$ cat config.mk
export PLATFORM = sky130hd
export DESIGN_NAME = hazard_ctrl_flat
export DESIGN_NICKNAME = d
export VERILOG_FILES = /design/src/rtl/hazard_ctrl_pkg.sv /design/src/rtl/hazard_ctrl_if.sv /design/src/rtl/hazard_ctrl_load_use.sv /design/src/rtl/hazard_ctrl.sv /design/src/flat_wrapper.sv
export SDC_FILE = /design/constraint.sdc
export NUM_CORES = 1
export LEC_CHECK = 0
export CAP_MARGIN = 25
export CORE_MARGIN = 2
export CORE_UTILIZATION = 40
export CTS_CLUSTER_SIZE = 25
export DETAILED_ROUTE_END_ITERATION = 6
export PLACE_DENSITY = 0.67
export SETUP_SLACK_MARGIN = 0.4
export SLEW_MARGIN = 10
export SYNTH_ARGS = -nofsm -noshare
export SYNTH_HDL_FRONTEND = slang
export SYNTH_SLANG_ARGS = --single-unit
$ cat constraint.sdc
create_clock -name clk -period 5.8 [get_ports clk]
set_input_delay 1.16 -clock clk [delete_from_list [all_inputs] [get_ports clk]]
set_output_delay 1.16 -clock clk [all_outputs]
set_load 0.05 [all_outputs]
$ cat src/rtl/hazard_ctrl_pkg.sv
// Shared types and constants for the pipeline hazard controller.
package hazard_ctrl_pkg;

  typedef enum logic [1:0] {
    ST_RUN      = 2'd0,
    ST_MEM_WAIT = 2'd1,
    ST_DRAIN    = 2'd2
  } hz_state_e;

  localparam logic [4:0] REG_X0 = 5'd0;

  typedef struct packed {
    logic pc_en;
    logic if_id_en;
    logic if_id_flush;
    logic id_ex_en;
    logic id_ex_flush;
    logic ex_mem_en;
    logic redirect_trap;
    logic mem_timeout;
  } hz_ctrl_t;

  localparam hz_ctrl_t CTRL_FREEZE = '0;

  localparam hz_ctrl_t CTRL_RUN = '{
    pc_en:         1'b1,
    if_id_en:      1'b1,
    if_id_flush:   1'b0,
    id_ex_en:      1'b1,
    id_ex_flush:   1'b0,
    ex_mem_en:     1'b1,
    redirect_trap: 1'b0,
    mem_timeout:   1'b0
  };

  // Normal advance, but both front-end latches capture a nop.
  function automatic hz_ctrl_t ctrl_squash();
    hz_ctrl_t r;
    r = CTRL_RUN;
    r.if_id_flush = 1'b1;
    r.id_ex_flush = 1'b1;
    return r;
  endfunction

endpackage

$ cat src/rtl/hazard_ctrl_if.sv
// Signal bundle between the pipeline datapath and the hazard controller.
interface hazard_ctrl_if #(
  parameter int CNT_W = 32
);

  logic [4:0]       rs1_ID;
  logic [4:0]       rs2_ID;
  logic             rs1_used;
  logic             rs2_used;
  logic [4:0]       rd_EX;
  logic             RegWrite_EX;
  logic             mem_r_EX;
  logic             branch_taken;
  logic             trap_EX;
  logic             dmem_req;
  logic             dmem_ack;

  logic             PC_EN;
  logic             IF_ID_EN;
  logic             IF_ID_flush;
  logic             ID_EX_EN;
  logic             ID_EX_flush;
  logic             EX_MEM_EN;
  logic             redirect_trap;
  logic             mem_timeout;
  logic [CNT_W-1:0] stall_cycles;

  modport master (
    output rs1_ID, rs2_ID, rs1_used, rs2_used, rd_EX, RegWrite_EX, mem_r_EX,
           branch_taken, trap_EX, dmem_req, dmem_ack,
    input  PC_EN, IF_ID_EN, IF_ID_flush, ID_EX_EN, ID_EX_flush, EX_MEM_EN,
           redirect_trap, mem_timeout, stall_cycles
  );

  modport slave (
    input  rs1_ID, rs2_ID, rs1_used, rs2_used, rd_EX, RegWrite_EX, mem_r_EX,
           branch_taken, trap_EX, dmem_req, dmem_ack,
    output PC_EN, IF_ID_EN, IF_ID_flush, ID_EX_EN, ID_EX_flush, EX_MEM_EN,
           redirect_trap, mem_timeout, stall_cycles
  );

endinterface

$ cat src/rtl/hazard_ctrl_load_use.sv
// Combinational load-use detector: a load in EX writes a register the ID instruction reads.
module load_use_detect
  import hazard_ctrl_pkg::*;
(
  input  logic [4:0] rs1_ID,
  input  logic [4:0] rs2_ID,
  input  logic       rs1_used,
  input  logic       rs2_used,
  input  logic [4:0] rd_EX,
  input  logic       RegWrite_EX,
  input  logic       mem_r_EX,
  output logic       load_use
);

  logic rs1_hit;
  logic rs2_hit;

  assign rs1_hit  = rs1_used & (rs1_ID == rd_EX);
  assign rs2_hit  = rs2_used & (rs2_ID == rd_EX);

  // x0 is hardwired to zero, so a load targeting it never creates a dependency.
  assign load_use = mem_r_EX & RegWrite_EX & (rd_EX != REG_X0) & (rs1_hit | rs2_hit);

endmodule

$ cat src/rtl/hazard_ctrl.sv
// Pipeline stall/flush controller: load-use bubbles, memory freezes, branch squashes,
// trap/mret drains, and a saturating count of PC-stalled cycles.
module hazard_ctrl
  import hazard_ctrl_pkg::*;
#(
  parameter int TRAP_DRAIN  = 2,
  parameter int MEM_TIMEOUT = 255,
  parameter int CNT_W       = 32
) (
  input  logic          clk,
  input  logic          rst,
  hazard_ctrl_if.slave  hz
);

  localparam int                WAIT_W     = $clog2(MEM_TIMEOUT + 1);
  localparam logic [WAIT_W-1:0] WAIT_LAST  = WAIT_W'(MEM_TIMEOUT - 1);
  localparam logic [2:0]        DRAIN_INIT = 3'(TRAP_DRAIN - 1);

  hz_state_e         state_q, state_d;
  logic [WAIT_W-1:0] wait_q, wait_d;
  logic [2:0]        drain_q, drain_d;
  logic [CNT_W-1:0]  stall_q;
  logic              load_use;
  logic              freeze;
  hz_ctrl_t          ctrl;
  hz_ctrl_t          ctrl_out;

  load_use_detect u_load_use (
    .rs1_ID      (hz.rs1_ID),
    .rs2_ID      (hz.rs2_ID),
    .rs1_used    (hz.rs1_used),
    .rs2_used    (hz.rs2_used),
    .rd_EX       (hz.rd_EX),
    .RegWrite_EX (hz.RegWrite_EX),
    .mem_r_EX    (hz.mem_r_EX),
    .load_use    (load_use)
  );

  assign freeze = hz.dmem_req & ~hz.dmem_ack;

  // A pending data access outranks everything; otherwise the current state picks the event.
  always_comb begin
    ctrl    = CTRL_RUN;
    state_d = state_q;
    wait_d  = '0;
    drain_d = drain_q;
    if (freeze) begin
      ctrl    = CTRL_FREEZE;
      state_d = ST_MEM_WAIT;
      drain_d = '0;
      if (wait_q == WAIT_LAST) begin
        ctrl.mem_timeout = 1'b1;
      end else begin
        wait_d = wait_q + 1'b1;
      end
    end else begin
      unique case (state_q)
        ST_MEM_WAIT: begin
          state_d = ST_RUN;
        end
        ST_DRAIN: begin
          ctrl = ctrl_squash();
          if (drain_q <= 3'd1) begin
            state_d = ST_RUN;
            drain_d = '0;
          end else begin
            drain_d = drain_q - 1'b1;
          end
        end
        default: begin
          if (hz.trap_EX) begin
            ctrl               = ctrl_squash();
            ctrl.redirect_trap = 1'b1;
            if (TRAP_DRAIN > 1) begin
              state_d = ST_DRAIN;
              drain_d = DRAIN_INIT;
            end
          end else if (hz.branch_taken) begin
            ctrl = ctrl_squash();
          end else if (load_use) begin
            ctrl.pc_en       = 1'b0;
            ctrl.if_id_en    = 1'b0;
            ctrl.id_ex_flush = 1'b1;
          end
        end
      endcase
    end
  end

  always_ff @(posedge clk or negedge rst) begin
    if (!rst) begin
      state_q <= ST_RUN;
      wait_q  <= '0;
      drain_q <= '0;
      stall_q <= '0;
    end else begin
      state_q <= state_d;
      wait_q  <= wait_d;
      drain_q <= drain_d;
      if (!ctrl.pc_en && (stall_q != '1)) begin
        stall_q <= stall_q + 1'b1;
      end
    end
  end

  // Reset forces every control output low without waiting for a clock edge.
  assign ctrl_out = rst ? ctrl : CTRL_FREEZE;

  assign hz.PC_EN         = ctrl_out.pc_en;
  assign hz.IF_ID_EN      = ctrl_out.if_id_en;
  assign hz.IF_ID_flush   = ctrl_out.if_id_flush;
  assign hz.ID_EX_EN      = ctrl_out.id_ex_en;
  assign hz.ID_EX_flush   = ctrl_out.id_ex_flush;
  assign hz.EX_MEM_EN     = ctrl_out.ex_mem_en;
  assign hz.redirect_trap = ctrl_out.redirect_trap;
  assign hz.mem_timeout   = ctrl_out.mem_timeout;
  assign hz.stall_cycles  = stall_q;

endmodule

$ cat src/flat_wrapper.sv
// flat-port wrapper written by rule: the top's interface ports become plain ports
module hazard_ctrl_flat import hazard_ctrl_pkg::*;
#(
  parameter int TRAP_DRAIN  = 2,
  parameter int MEM_TIMEOUT = 255,
  parameter int CNT_W       = 32
)
  (clk, rst, hz_rs1_ID, hz_rs2_ID, hz_rs1_used, hz_rs2_used, hz_rd_EX, hz_RegWrite_EX, hz_mem_r_EX, hz_branch_taken, hz_trap_EX, hz_dmem_req, hz_dmem_ack, hz_PC_EN, hz_IF_ID_EN, hz_IF_ID_flush, hz_ID_EX_EN, hz_ID_EX_flush, hz_EX_MEM_EN, hz_redirect_trap, hz_mem_timeout, hz_stall_cycles);
  hazard_ctrl_if #(.CNT_W(CNT_W)) hz_i ();
  input  logic clk;
  input  logic rst;
  input wire logic [$bits(hz_i.rs1_ID)-1:0] hz_rs1_ID;
  input wire logic [$bits(hz_i.rs2_ID)-1:0] hz_rs2_ID;
  input wire logic [$bits(hz_i.rs1_used)-1:0] hz_rs1_used;
  input wire logic [$bits(hz_i.rs2_used)-1:0] hz_rs2_used;
  input wire logic [$bits(hz_i.rd_EX)-1:0] hz_rd_EX;
  input wire logic [$bits(hz_i.RegWrite_EX)-1:0] hz_RegWrite_EX;
  input wire logic [$bits(hz_i.mem_r_EX)-1:0] hz_mem_r_EX;
  input wire logic [$bits(hz_i.branch_taken)-1:0] hz_branch_taken;
  input wire logic [$bits(hz_i.trap_EX)-1:0] hz_trap_EX;
  input wire logic [$bits(hz_i.dmem_req)-1:0] hz_dmem_req;
  input wire logic [$bits(hz_i.dmem_ack)-1:0] hz_dmem_ack;
  output wire logic [$bits(hz_i.PC_EN)-1:0] hz_PC_EN;
  output wire logic [$bits(hz_i.IF_ID_EN)-1:0] hz_IF_ID_EN;
  output wire logic [$bits(hz_i.IF_ID_flush)-1:0] hz_IF_ID_flush;
  output wire logic [$bits(hz_i.ID_EX_EN)-1:0] hz_ID_EX_EN;
  output wire logic [$bits(hz_i.ID_EX_flush)-1:0] hz_ID_EX_flush;
  output wire logic [$bits(hz_i.EX_MEM_EN)-1:0] hz_EX_MEM_EN;
  output wire logic [$bits(hz_i.redirect_trap)-1:0] hz_redirect_trap;
  output wire logic [$bits(hz_i.mem_timeout)-1:0] hz_mem_timeout;
  output wire logic [$bits(hz_i.stall_cycles)-1:0] hz_stall_cycles;
  assign hz_i.rs1_ID = hz_rs1_ID;
  assign hz_i.rs2_ID = hz_rs2_ID;
  assign hz_i.rs1_used = hz_rs1_used;
  assign hz_i.rs2_used = hz_rs2_used;
  assign hz_i.rd_EX = hz_rd_EX;
  assign hz_i.RegWrite_EX = hz_RegWrite_EX;
  assign hz_i.mem_r_EX = hz_mem_r_EX;
  assign hz_i.branch_taken = hz_branch_taken;
  assign hz_i.trap_EX = hz_trap_EX;
  assign hz_i.dmem_req = hz_dmem_req;
  assign hz_i.dmem_ack = hz_dmem_ack;
  assign hz_PC_EN = hz_i.PC_EN;
  assign hz_IF_ID_EN = hz_i.IF_ID_EN;
  assign hz_IF_ID_flush = hz_i.IF_ID_flush;
  assign hz_ID_EX_EN = hz_i.ID_EX_EN;
  assign hz_ID_EX_flush = hz_i.ID_EX_flush;
  assign hz_EX_MEM_EN = hz_i.EX_MEM_EN;
  assign hz_redirect_trap = hz_i.redirect_trap;
  assign hz_mem_timeout = hz_i.mem_timeout;
  assign hz_stall_cycles = hz_i.stall_cycles;
  hazard_ctrl #(.TRAP_DRAIN(TRAP_DRAIN), .MEM_TIMEOUT(MEM_TIMEOUT), .CNT_W(CNT_W)) u_core (.clk(clk), .rst(rst), .hz(hz_i));
endmodule
======== Word level (Yosys, flattened, before mapping) ========
Index checks and enable logic that the tools add are counted.
cells by class
  add/subtract/negate cells ............... 3
  order comparisons ....................... 1
  equality and inequality tests ........... 8
  mux-type cells .......................... 20
  bitwise operators ....................... 8
  reduce and logical (&&, ||, !) cells .... 7
operators by type and width
  operator                                                         number
  two-way mux 8 bit                                                5
  adder 32 x 1 -> 32 bit (second input constant)                   1
  inequality test 32 bit (second input constant)                   1
  one-hot mux 8 bit (2 select lines)                               1
  two-way mux 2 bit                                                6
  equality test 5 bit                                              2
  two-way mux 3 bit                                                3
  adder 8 x 1 -> 8 bit (second input constant)                     1
  equality test 8 bit (second input constant)                      1
  bitwise AND 1 bit                                                6
  one-hot mux 3 bit (2 select lines)                               1
  nonzero test 5 bit                                               1
  one-hot mux 2 bit (2 select lines)                               1
  AND reduction 2 bit                                              2
  nonzero test 4 bit                                               1
  less-or-equal comparator 3 x 1 -> 1 bit (second input constant)  1
  two-way mux 1 bit                                                3
  inequality test 3 x 1 -> 1 bit (second input constant)           1
  nonzero test 3 bit                                               1
  subtractor 3 x 1 -> 3 bit (second input constant)                1
  equality test 2 x 1 -> 1 bit (second input constant)             1
  equality test 2 bit (second input constant)                      1
  inequality test 2 x 1 -> 1 bit (second input constant)           1
  logical AND 1 bit                                                1
  other kinds (3)                                                  3
storage, ports and cells
  register bits after elaboration ......... 45
  output and inout port bits .............. 40
  logic and storage cells ................. 51

======== Depth between registers and ports, before layout ========
Gate-level depths: netlist of the first run.
  word-level depth ........................ 11
  depth in mapped cells ................... 8
  gate-level depth less buffers ........... 8

======== By module ========
Synthesis of the first run repeated with hierarchy kept, for this count alone.
unflattened totals
  cell total of the unflattened synthesis .. 254
  area, all modules ....................... 2566.2 µm²
modules (own cells, without submodules)
  module           times used  cells each  area each (µm²)
  hazard_ctrl      1           237         2431.1
  load_use_detect  1           17          135.1

======== Least setup slack after synthesis of the first run ========
Ideal clock, no wire load.
  kind .................................... input-to-output
  from .................................... input port hz_dmem_ack
  to ...................................... output port hz_PC_EN
  data arrival time ....................... 3100 ps
  path slack .............................. 1540 ps
  cell stages on the path ................. 5
  path through ............................ nand2b_1 > and2_1 > inv_1 > a31oi_1 > buf_4
between the ends
  longest elaborated chain between the ends .. 4
ends and longest elaborated chain
  item               line                source
  start, declared    flat_wrapper.sv:22  input wire logic [$bits(hz_i.dmem_ack)-1:0] hz_dmem_ack;
  NOT 1 bit          hazard_ctrl.sv:39   assign freeze = hz.dmem_req & ~hz.dmem_ack;
  bitwise AND 1 bit  hazard_ctrl.sv:39
  two-way mux 8 bit  hazard_ctrl.sv:47   if (freeze) begin
  two-way mux 8 bit  hazard_ctrl.sv:107  assign ctrl_out = rst ? ctrl : CTRL_FREEZE;
  end, declared      flat_wrapper.sv:23  output wire logic [$bits(hz_i.PC_EN)-1:0] hz_PC_EN;
No other way between the ends.

======== Worst setup path in the final report of the first run ========
  from .................................... input port hz_rd_EX[0]
  to ...................................... output port hz_PC_EN
between the ends
  longest elaborated chain between the ends .. 10
ends and longest elaborated chain
  item                                           line                                                    source
  start, declared                                flat_wrapper.sv:16                                      input wire logic [$bits(hz_i.rd_EX)-1:0] hz_rd_EX;
  equality test 5 bit, on equally long branches  hazard_ctrl_load_use.sv:18, hazard_ctrl_load_use.sv:19
  bitwise AND 1 bit, on equally long branches    hazard_ctrl_load_use.sv:18, hazard_ctrl_load_use.sv:19
  bitwise OR 1 bit                               hazard_ctrl_load_use.sv:22                              assign load_use = mem_r_EX & RegWrite_EX & (rd_EX != REG_X0) & (rs1_hit | rs2_hit);
  bitwise AND 1 bit *                            hazard_ctrl_load_use.sv:22
  two-way mux 2 bit *                            hazard_ctrl.sv:80                                       end else if (load_use) begin
  two-way mux 2 bit *                            hazard_ctrl.sv:78                                       end else if (hz.branch_taken) begin
  two-way mux 8 bit *                            hazard_ctrl.sv:71                                       if (hz.trap_EX) begin
  one-hot mux 8 bit (2 select lines) *           hazard_ctrl.sv:57                                       unique case (state_q)
  two-way mux 8 bit *                            hazard_ctrl.sv:47
  two-way mux 8 bit *                            hazard_ctrl.sv:107
Mark *: on every way between the ends. The rest lies on a longest branch, timed or not.

==> results of run 1 <==
[layout make-up]
class / count / share of cell area
clock buffer: 7 / 0.02900
clock inverter: 1 / 0.001507
sequential: 45 / 0.3390
tap: 77 / 0.02900
inverter: 16 / 0.01808
multi-input combinational: 194 / 0.3898
timing repair buffer: 65 / 0.1936
[power breakdown]
| group | switching (mW) | internal [mW] |
|---|---|---|
| sequential | 0.0305 | 0.339 |
| clock | 0.104 | 0.108 |
| combinational | 0.160 | 0.105 |
| total | 0.294 | 0.552 |
[cells by family (layout without fill, tap and decap cells)]
kind of cell	Yosys count	in the layout	share of synthesized area
fa+ha+maj	7	7	0.03452
xor+xnor	47	47	0.1622
flops	45	45	0.4438
mux	2	2	0.008382
compound gates	15	15	0.04191
simple gates	123	123	0.2633
buf+inv	22	89	0.04586
[metrics by stage]
stage / instance area [µm²] / util / setup WS, ns / hold WS [ns] / cells
final: 3322 / 0.5323 / 1.226 / 0.4928 / 405
after global routing: 3322 / 0.5323 / 1.106 / 0.5172 / 405
after CTS: 3322 / 0.5323 / 1.222 / 0.4989 / 405
after detailed placement: 3221 / 0.5160 / 1.216 / 0.4808 / 397
after global placement: 3221 / 0.5160 / 1.242 / 0.4800 / 397
after floorplan: 2537 / - / 1.540 / 0.4720 / 261
[flip-flops by register name, indices dropped and copies added, names as in the netlist]
name / count
u_core.wait_q: 8
u_core.hz.stall_cycles: 32
u_core.drain_q: 3
u_core.state_q: 2
[worst paths after layout]
path	startpoint	to	slack, ns	cells after the start
min in group asynchronous	rst	u_core.wait_q[0]	0.99	2
worst min register to register	u_core.hz.stall_cycles[27]	u_core.hz.stall_cycles[27]	0.49	1
worst max register to register	u_core.state_q[0]	u_core.hz.stall_cycles[26]	3.43	7
worst max-delay path	hz_rd_EX[0]	hz_PC_EN	1.23	5
worst min-delay path	u_core.hz.stall_cycles[27]	u_core.hz.stall_cycles[27]	0.49	1
max in group asynchronous	rst	u_core.state_q[0]	4.41	2
[synth_stat cells (5+ instances only)]
cell type,number
nor4_1,7
nor3_1,18
xor2_1,26
and3_1,5
nand2_1,26
nor2_1,26
inv_1,16
nand3_1,14
ha_1,7
dfrtp_1,45
nand4_1,8
xnor2_1,21
[routing by layer]
metal	global-route usage	routed length, µm
met1	0.2188	2634
met2	0.2575	2353
met3	0.04352	353
met4	0.05279	86
met5	0	0
==> flow_summary.ini, run 1 <==
[setup_path]
crit_type = input port to output pin
cp_num_buf_inv = 2
path_delay_family = buffers and inverters
cp_common_cell = clkdlybuf4s50_1
slowest_stage = clkdlybuf4s50_1
critPathArrivalTime_ns = 3.41
crit_path_cell_trace = clkdlybuf4s50_1, or3_1, o311a_1, a31oi_1, clkdlybuf4s50_1
required_ns = 4.64
endpoint_kind = output pin
start_kind = input port
cp_max_fo = 3
cpPeakStageDelay_ns = 0.83

[die]
io_pins = 65
die_h_um = 83.65
initial_utilization = 0.4066
die-area_um2 = 6996
core_area_um2 = 6241
rows = 29
die_w_um = 83.65

[status]
status = completed

[synth]
synth_nets = 293
synth_edf_count = 0
ys_seq_elements = 45
async_flop_share = 1.000
syn_area_per_cell_um2 = 9.722
yosys.area.top_type = dfrtp_1
ys_top_cells_by_area = dfrtp_1 (44%), xor2_1 (9.0%), xnor2_1 (7.2%)
syn-cell-area_um2 = 2537
netlist_instances = 261
ys_seq_area_frac = 0.4438
synthDistinctLibCells = 38
yosysWarnings = 0
ys.flop_type = dfrtp_1
synth_top_area_share = 0.4438

[drt]
avgViaCountPerCell = 5.133
routedWlPerCell_um = 13.40
drc = 0
routed_wl_um = 5427
drtAntennaViolNets = 0
dr.pass1.iters = 4
num_vias = 2079
drtIter0Drc = 70

[cts]
postCtsHoldBufs = 0
cts_buffer_depth = 2
cts_resized = 0
root_buffer = clkbuf_8
cts_tree = done
cts.htree.levels = 2
path_clk_slew_ns = 0.08
clk_latency_ns = 0.30
post-cts-setup-buffers = 0
cts_sinks = 45
cts_made_buffers = 5

[sta]
slew_viol_final = 0
final.setup_skew_ns = 0.01104
max_clock_freq_mhz = 218.6
hold_viol = 0
setup_viol = 0
period_minus_slack_ns = 4.574
fin_tns_setup_ns = 0
tightest_slew_ns = 0.5868
final.period_utilization = 0.7886
slew_headroom = 0.6088
rsz0062_at_grt = false

[place]
hpwlAfterDp_um = 3982
io_buffer_count = 64
gp_congestion = 0.7896

[pwr]
power_leakage_nw = 1.463
ir_drop_mv = 0.1064
power_density_nw_per_um2 = 254.7
p_total_mw = 0.8463

[final_layout]
layout_commonest_cell = clkdlybuf4s50_1
area_growth_syn_to_layout_pct = 30.92
seq_area_um2 = 1126
antenna-diode-count = 0
nNetsFinal = 359
multi_input_area_um2 = 1295
final_cell_mix = clkdlybuf4s50_1 (63), dfrtp_1 (45), nand2_1 (26), xor2_1 (26), nor2_1 (26)
final_layout_size_suffix_gt1_frac = 0.06402
fill_cells = 574

[global_routing]
grt_overflow_total = 0
grt_max_degree = 47
antenna_found_initial = 0
gr-usage-all-layers = 0.1630
first_global_vias = 2062
grt_pass1_wl_um = 9397

[run]
cap_violations = 0

[worst_hold_path]
hold_class = flop to flop
(Power assumes the default switching activity.)
==> run 2: changes to the inputs <==
--- a/config.mk
+++ b/config.mk
@@ -10,7 +10,7 @@
 export CORE_UTILIZATION = 40
 export CTS_CLUSTER_SIZE = 25
 export DETAILED_ROUTE_END_ITERATION = 6
-export PLACE_DENSITY = 0.67
+export PLACE_DENSITY = 0.7
 export SETUP_SLACK_MARGIN = 0.4
 export SLEW_MARGIN = 10
 export SYNTH_ARGS = -nofsm -noshare
==> constraint.sdc (replaced) <==
create_clock -name clk -period 3.9 [get_ports clk]
set_input_delay 0.78 -clock clk [delete_from_list [all_inputs] [get_ports clk]]
set_output_delay 0.78 -clock clk [all_outputs]
set_load 0.05 [all_outputs]
==> run 2 against run 1 <==
Against the previous run: worst setup slack worse by 0.72 ns; sequential power up 49%; first-iteration DRC count up 10%; combinational power up 49%; global-route usage about the same; routed wire length up 3.5%; clock power up 40%; utilization up 0.32 points; critical endpoint is now hz_redirect_trap; highest routed layer unchanged.
==> flow_summary.ini, run 2 (synthesis gave the netlist of run 1 again) <==
[status]
status = completed

[setup_path]
cp-startpoint = hz_dmem_ack
cpPeakStageDelay_ns = 0.79
start_kind = input port
crit_type = input port to output pin
crit_path_cell_trace = clkdlybuf4s50_1, nand2b_1, and2_1, and3_1, clkdlybuf4s50_1
slowest_stage = clkdlybuf4s50_1
endpoint_kind = output pin
critPathArrivalTime_ns = 2.61
rr_startpoint = u_core.state_q[0]
cp_common_cell = clkdlybuf4s50_1
cp_max_fo = 5
required_ns = 3.12

[place]
gp_congestion = 0.8334
dp_cells = 398
dp_slack_ns = 0.4955
io_buffer_count = 64
hpwlAfterDp_um = 4111

[pwr]
power_leakage_nw = 1.473
pwr-share-seq = 0.444
power_density_nw_per_um2 = 371.1
clkPwrFrac = 0.238
ir_drop_mv = 0.2951
p_int_mw = 0.7883
p_total_mw = 1.240
switching_share = 0.3643
switchingPower_mw = 0.4518
power.share.combinational = 0.319

[cts]
cts_sinks = 45
clk_latency_ns = 0.30
cts_tree = done
post-cts-setup-buffers = 0
cts_resized = 0
cts.htree.levels = 2
postCtsHoldBufs = 0
path_clk_slew_ns = 0.09
cts_made_buffers = 5
cts_buffer_depth = 2
root_buffer = clkbuf_8

[die]
core_area_um2 = 6241
rows = 29
die_w_um = 83.65
die-area_um2 = 6996
initial_utilization = 0.4066
io_pins = 65
die_h_um = 83.65

[global_routing]
first_global_vias = 2066
gr-usage-all-layers = 0.1635
antenna_found_initial = 1
grt_max_degree = 34
grt_overflow_total = 0
grt_pass1_wl_um = 9584

[final_layout]
area_growth_syn_to_layout_pct = 31.71
final_layout_size_suffix_gt1_frac = 0.08207
stdcell_count = 407
nNetsFinal = 360
final_cell_mix = clkdlybuf4s50_1 (59), dfrtp_1 (45), nand2_1 (26), xor2_1 (26), nor2_1 (26)
final_util = 0.5355
layout_commonest_cell = clkdlybuf4s50_1
largest_register_ffs = 32
fill_cells = 569

[drt]
drtAntennaViolNets = 0
drc = 0
wl_met1_um = 2686
routed_wl_um = 5618
met3_length_um = 372
dr.pass1.iters = 4
wl_met2_um = 2508
routedWlPerCell_um = 13.80
routed.top_layer = met4
drtIter0Drc = 77
num_vias = 2111
avgViaCountPerCell = 5.187

[sta]
period_minus_slack_ns = 3.394
rsz0062_at_grt = false
worst_slack_ns = 0.5055
max_clock_freq_mhz = 294.6
hold_viol = 0
setup_viol = 0
final.setup_skew_ns = 0.006931
slew_headroom = 0.6378
slew_viol_final = 0
tightest_slew_ns = 0.5384
final.period_utilization = 0.8704
fin_tns_setup_ns = 0

[worst_hold_path]
hold_class = input port to async pin

[run]
cap_violations = 0
-- run 2: cell types whose count changed in the layout (fill, tap and decap cells not counted), sizes merged --
cell           change
clkdlybuf4s50      -4
buf                +5
diode              +1
clkinvlp           +1
clkbuf             -2
inv                +1
-- run 2: metrics by stage --
| stage | instance area (µm²) | hold WS (ns) |
|---|---|---|
| final | 3342 | 0.3518 |
| after floorplan | 2544 | 0.4720 |
| after detailed placement | 3249 | 0.4793 |
| after global routing | 3339 | 0.3631 |
| after CTS | 3339 | 0.3599 |
| after global placement | 3249 | 0.4761 |
-- run 2: layout make-up --
| class | count | area (µm²) | share of cell area |
|---|---|---|---|
| clock buffer | 5 | 68.82 | 0.02059 |
| antenna | 1 | 2.502 | 0.0007488 |
| multi-input combinational | 194 | 1301 | 0.3894 |
| timing repair buffer | 66 | 665.6 | 0.1992 |
| clock inverter | 3 | 21.27 | 0.006365 |
| sequential | 45 | 1126 | 0.3370 |
| tap | 77 | 96.34 | 0.02883 |
| inverter | 16 | 60.06 | 0.01797 |
-- run 2: worst paths after layout --
check | to | slack, ns | depth (start not counted)
max | hz_redirect_trap | 0.51 | 5
min | u_core.state_q[1] | 0.35 | 1
max reg2reg | u_core.hz.stall_cycles[10] | 1.44 | 7
min reg2reg | u_core.hz.stall_cycles[11] | 0.49 | 1
max in group asynchronous | u_core.hz.stall_cycles[11] | 2.83 | 2
min in group clk | u_core.hz.stall_cycles[11] | 0.49 | 1
-- run 2: worst max-delay path: cells and delay by family --
family / cells / cell delay (ns)
buf+inv: 2 / 1.26
simple gates: 3 / 0.57
-- run 2: power by group through the flow --
stage | sequential [mW] | clock, mW | combinational (mW)
CTS | 0.551 | 0.303 | 0.400
floorplan | 0.624 | 0 | 0.192
detailed placement | 0.560 | 0 | 0.398
global route | 0.558 | 0.321 | 0.429
global placement | 0.556 | 0 | 0.392
finish | 0.550 | 0.295 | 0.395
-- run 2: routing by layer --
layer  vias to the layer above  global-route usage
met5                         -                   0
met4                         0             0.05718
li1                       1026                   -
met3                         5             0.04550
met1                      1016              0.2209
met2                        64              0.2531
==> run 3: changes to the inputs <==
--- a/config.mk
+++ b/config.mk
@@ -11,6 +11,7 @@
 export CTS_CLUSTER_SIZE = 25
 export DETAILED_ROUTE_END_ITERATION = 6
 export PLACE_DENSITY = 0.7
+export RECOVER_POWER = 50
 export SETUP_SLACK_MARGIN = 0.4
 export SLEW_MARGIN = 10
 export SYNTH_ARGS = -nofsm -noshare
==> run 3 against run 2 <==
Against the previous run: the flow now finishes with violations (max-capacitance violations, max-slew violations); fmax shrank 1.6%; critical path depth is the same; cell area shrank 0.34%; sequential cell count is the same; largest power group unchanged.
==> flow_summary.ini, run 3 (synthesis gave the netlist of run 1 again) <==
[status]
status = finished with violations
violations = max-capacitance violations, max-slew violations

[drt]
routed_wl_um = 5618
routedWlPerCell_um = 13.84
drc = 0
dr.pass1.iters = 4
avgViaCountPerCell = 5.192
drtIter0Drc = 73
num_vias = 2108
drtAntennaViolNets = 0

[sta]
fin_tns_setup_ns = 0
holdWs_ns = 0.4865
slew_headroom = -0.1823
final.setup_skew_ns = 0.006750
rsz0062_at_grt = false
final.period_utilization = 0.8847
tightest_slew_ns = 1.773
setup_viol = 0
max_clock_freq_mhz = 289.8
period_minus_slack_ns = 3.450
worst_slack_ns = 0.4496
hold_viol = 0
slew_viol_final = 34

[cts]
cts.htree.levels = 2
clk_latency_ns = 0.30
cts_resized = 0
cts_sinks = 45
cts_made_buffers = 5
root_buffer = clkbuf_8
cts_buffer_depth = 2
postCtsHoldBufs = 0
cts_tree = done
post-cts-setup-buffers = 0
path_clk_slew_ns = 0.09

[final_layout]
final_cell_mix = clkdlybuf4s50_1 (51), dfrtp_1 (45), nand2_1 (26), xor2_1 (26), nor2_1 (26)
final_area_um2 = 3331
fill_cells = 570
area_growth_syn_to_layout_pct = 31.26
largest_register_ffs = 32
final_util = 0.5337
nNetsFinal = 360
antenna-diode-count = 0
final_layout_size_suffix_gt1_frac = 0.07295
layout_commonest_cell = clkdlybuf4s50_1

[setup_path]
cp_num_buf_inv = 2
cpPeakStageDelay_ns = 0.79
cp_max_fo = 5
crit_path_cell_trace = dlygate4sd3_1, nand2b_1, and2_1, and3_1, clkdlybuf4s50_1
endpoint_kind = output pin
crit_type = input port to output pin
path_delay_family = buffers and inverters
required_ns = 3.12
critPathArrivalTime_ns = 2.67
start_kind = input port
slowest_stage = clkdlybuf4s50_1

[pwr]
clkPwrFrac = 0.238
p_int_mw = 0.7869
switching_share = 0.3647
pwr-share-seq = 0.444
switchingPower_mw = 0.4516
power_leakage_nw = 1.471
ir_drop_mv = 0.2947
power_density_nw_per_um2 = 371.8
power.share.combinational = 0.318

[worst_hold_path]
hold_class = flop to flop

[run]
cap_violations = 1

[place]
io_buffer_count = 64
dp_slack_ns = 0.4955
gp_congestion = 0.8334
dpl-instance-area_um2 = 3249
hpwlAfterDp_um = 4111

[global_routing]
grt_max_degree = 34
antenna_found_initial = 0
grt_overflow_total = 0
gr-usage-all-layers = 0.1635
first_global_vias = 2066
grt_pass1_wl_um = 9584

[die]
core_area_um2 = 6241
rows = 29
die_w_um = 83.65
initial_utilization = 0.4066
io_pins = 65
die-area_um2 = 6996
die_h_um = 83.65
## run 3: cell count changes in the layout (fill, tap and decap cells not counted)
cell	before	now
buf_2	1	0
dlygate4sd3_1	0	8
clkdlybuf4s50_1	59	51
diode_2	1	0
buf_4	4	2
clkbuf_1	0	3
## run 3: layout make-up
cell class | count | area, µm² | share of cell area
Multi-Input combinational cell | 194 | 1301 | 0.3907
Sequential cell | 45 | 1126 | 0.3381
Timing Repair Buffer | 66 | 656.9 | 0.1972
Tap cell | 77 | 96.34 | 0.02893
Clock buffer | 5 | 68.82 | 0.02066
Inverter | 16 | 60.06 | 0.01803
Clock inverter | 3 | 21.27 | 0.006386
## run 3: path summary, 6_finish.rpt
| path | start | to | slack [ns] | depth (start not counted) |
|---|---|---|---|---|
| max in group asynchronous | rst | u_core.hz.stall_cycles[25] | 1.32 | 2 |
| min reg2reg | u_core.hz.stall_cycles[11] | u_core.hz.stall_cycles[11] | 0.49 | 1 |
| max reg2reg | u_core.state_q[0] | u_core.hz.stall_cycles[10] | 1.43 | 7 |
| min | u_core.hz.stall_cycles[11] | u_core.hz.stall_cycles[11] | 0.49 | 1 |
| min in group asynchronous | rst | u_core.state_q[1] | 0.50 | 1 |
| max | hz_dmem_req | hz_redirect_trap | 0.45 | 5 |
## run 3: through the flow
stage | std cells | power, mW
5_1_grt | 406 | 1.306
6_report | 406 | 1.239
3_3_place_gp | 398 | 0.9478
2_1_floorplan | 261 | 0.8158
3_5_place_dp | 398 | 0.9576
4_1_cts | 406 | 1.253
## run 3: routing by layer
metal  share of wire  wire length, µm  track usage  vias to the layer above
met4          0.0091               51      0.05718                        0
met5               0                0            0                        -
met1            0.47             2666       0.2209                     1013
met2            0.45             2519       0.2531                       66
li1                -                -            -                     1024
met3           0.068              381      0.04550                        5
## run 3: power groups by stage
stage	sequential [mW]	combinational, mW	clock (mW)
6_report	0.550	0.394	0.294
5_1_grt	0.558	0.428	0.321
4_1_cts	0.551	0.400	0.303
3_5_place_dp	0.560	0.398	0
3_3_place_gp	0.556	0.392	0
2_1_floorplan	0.624	0.192	0
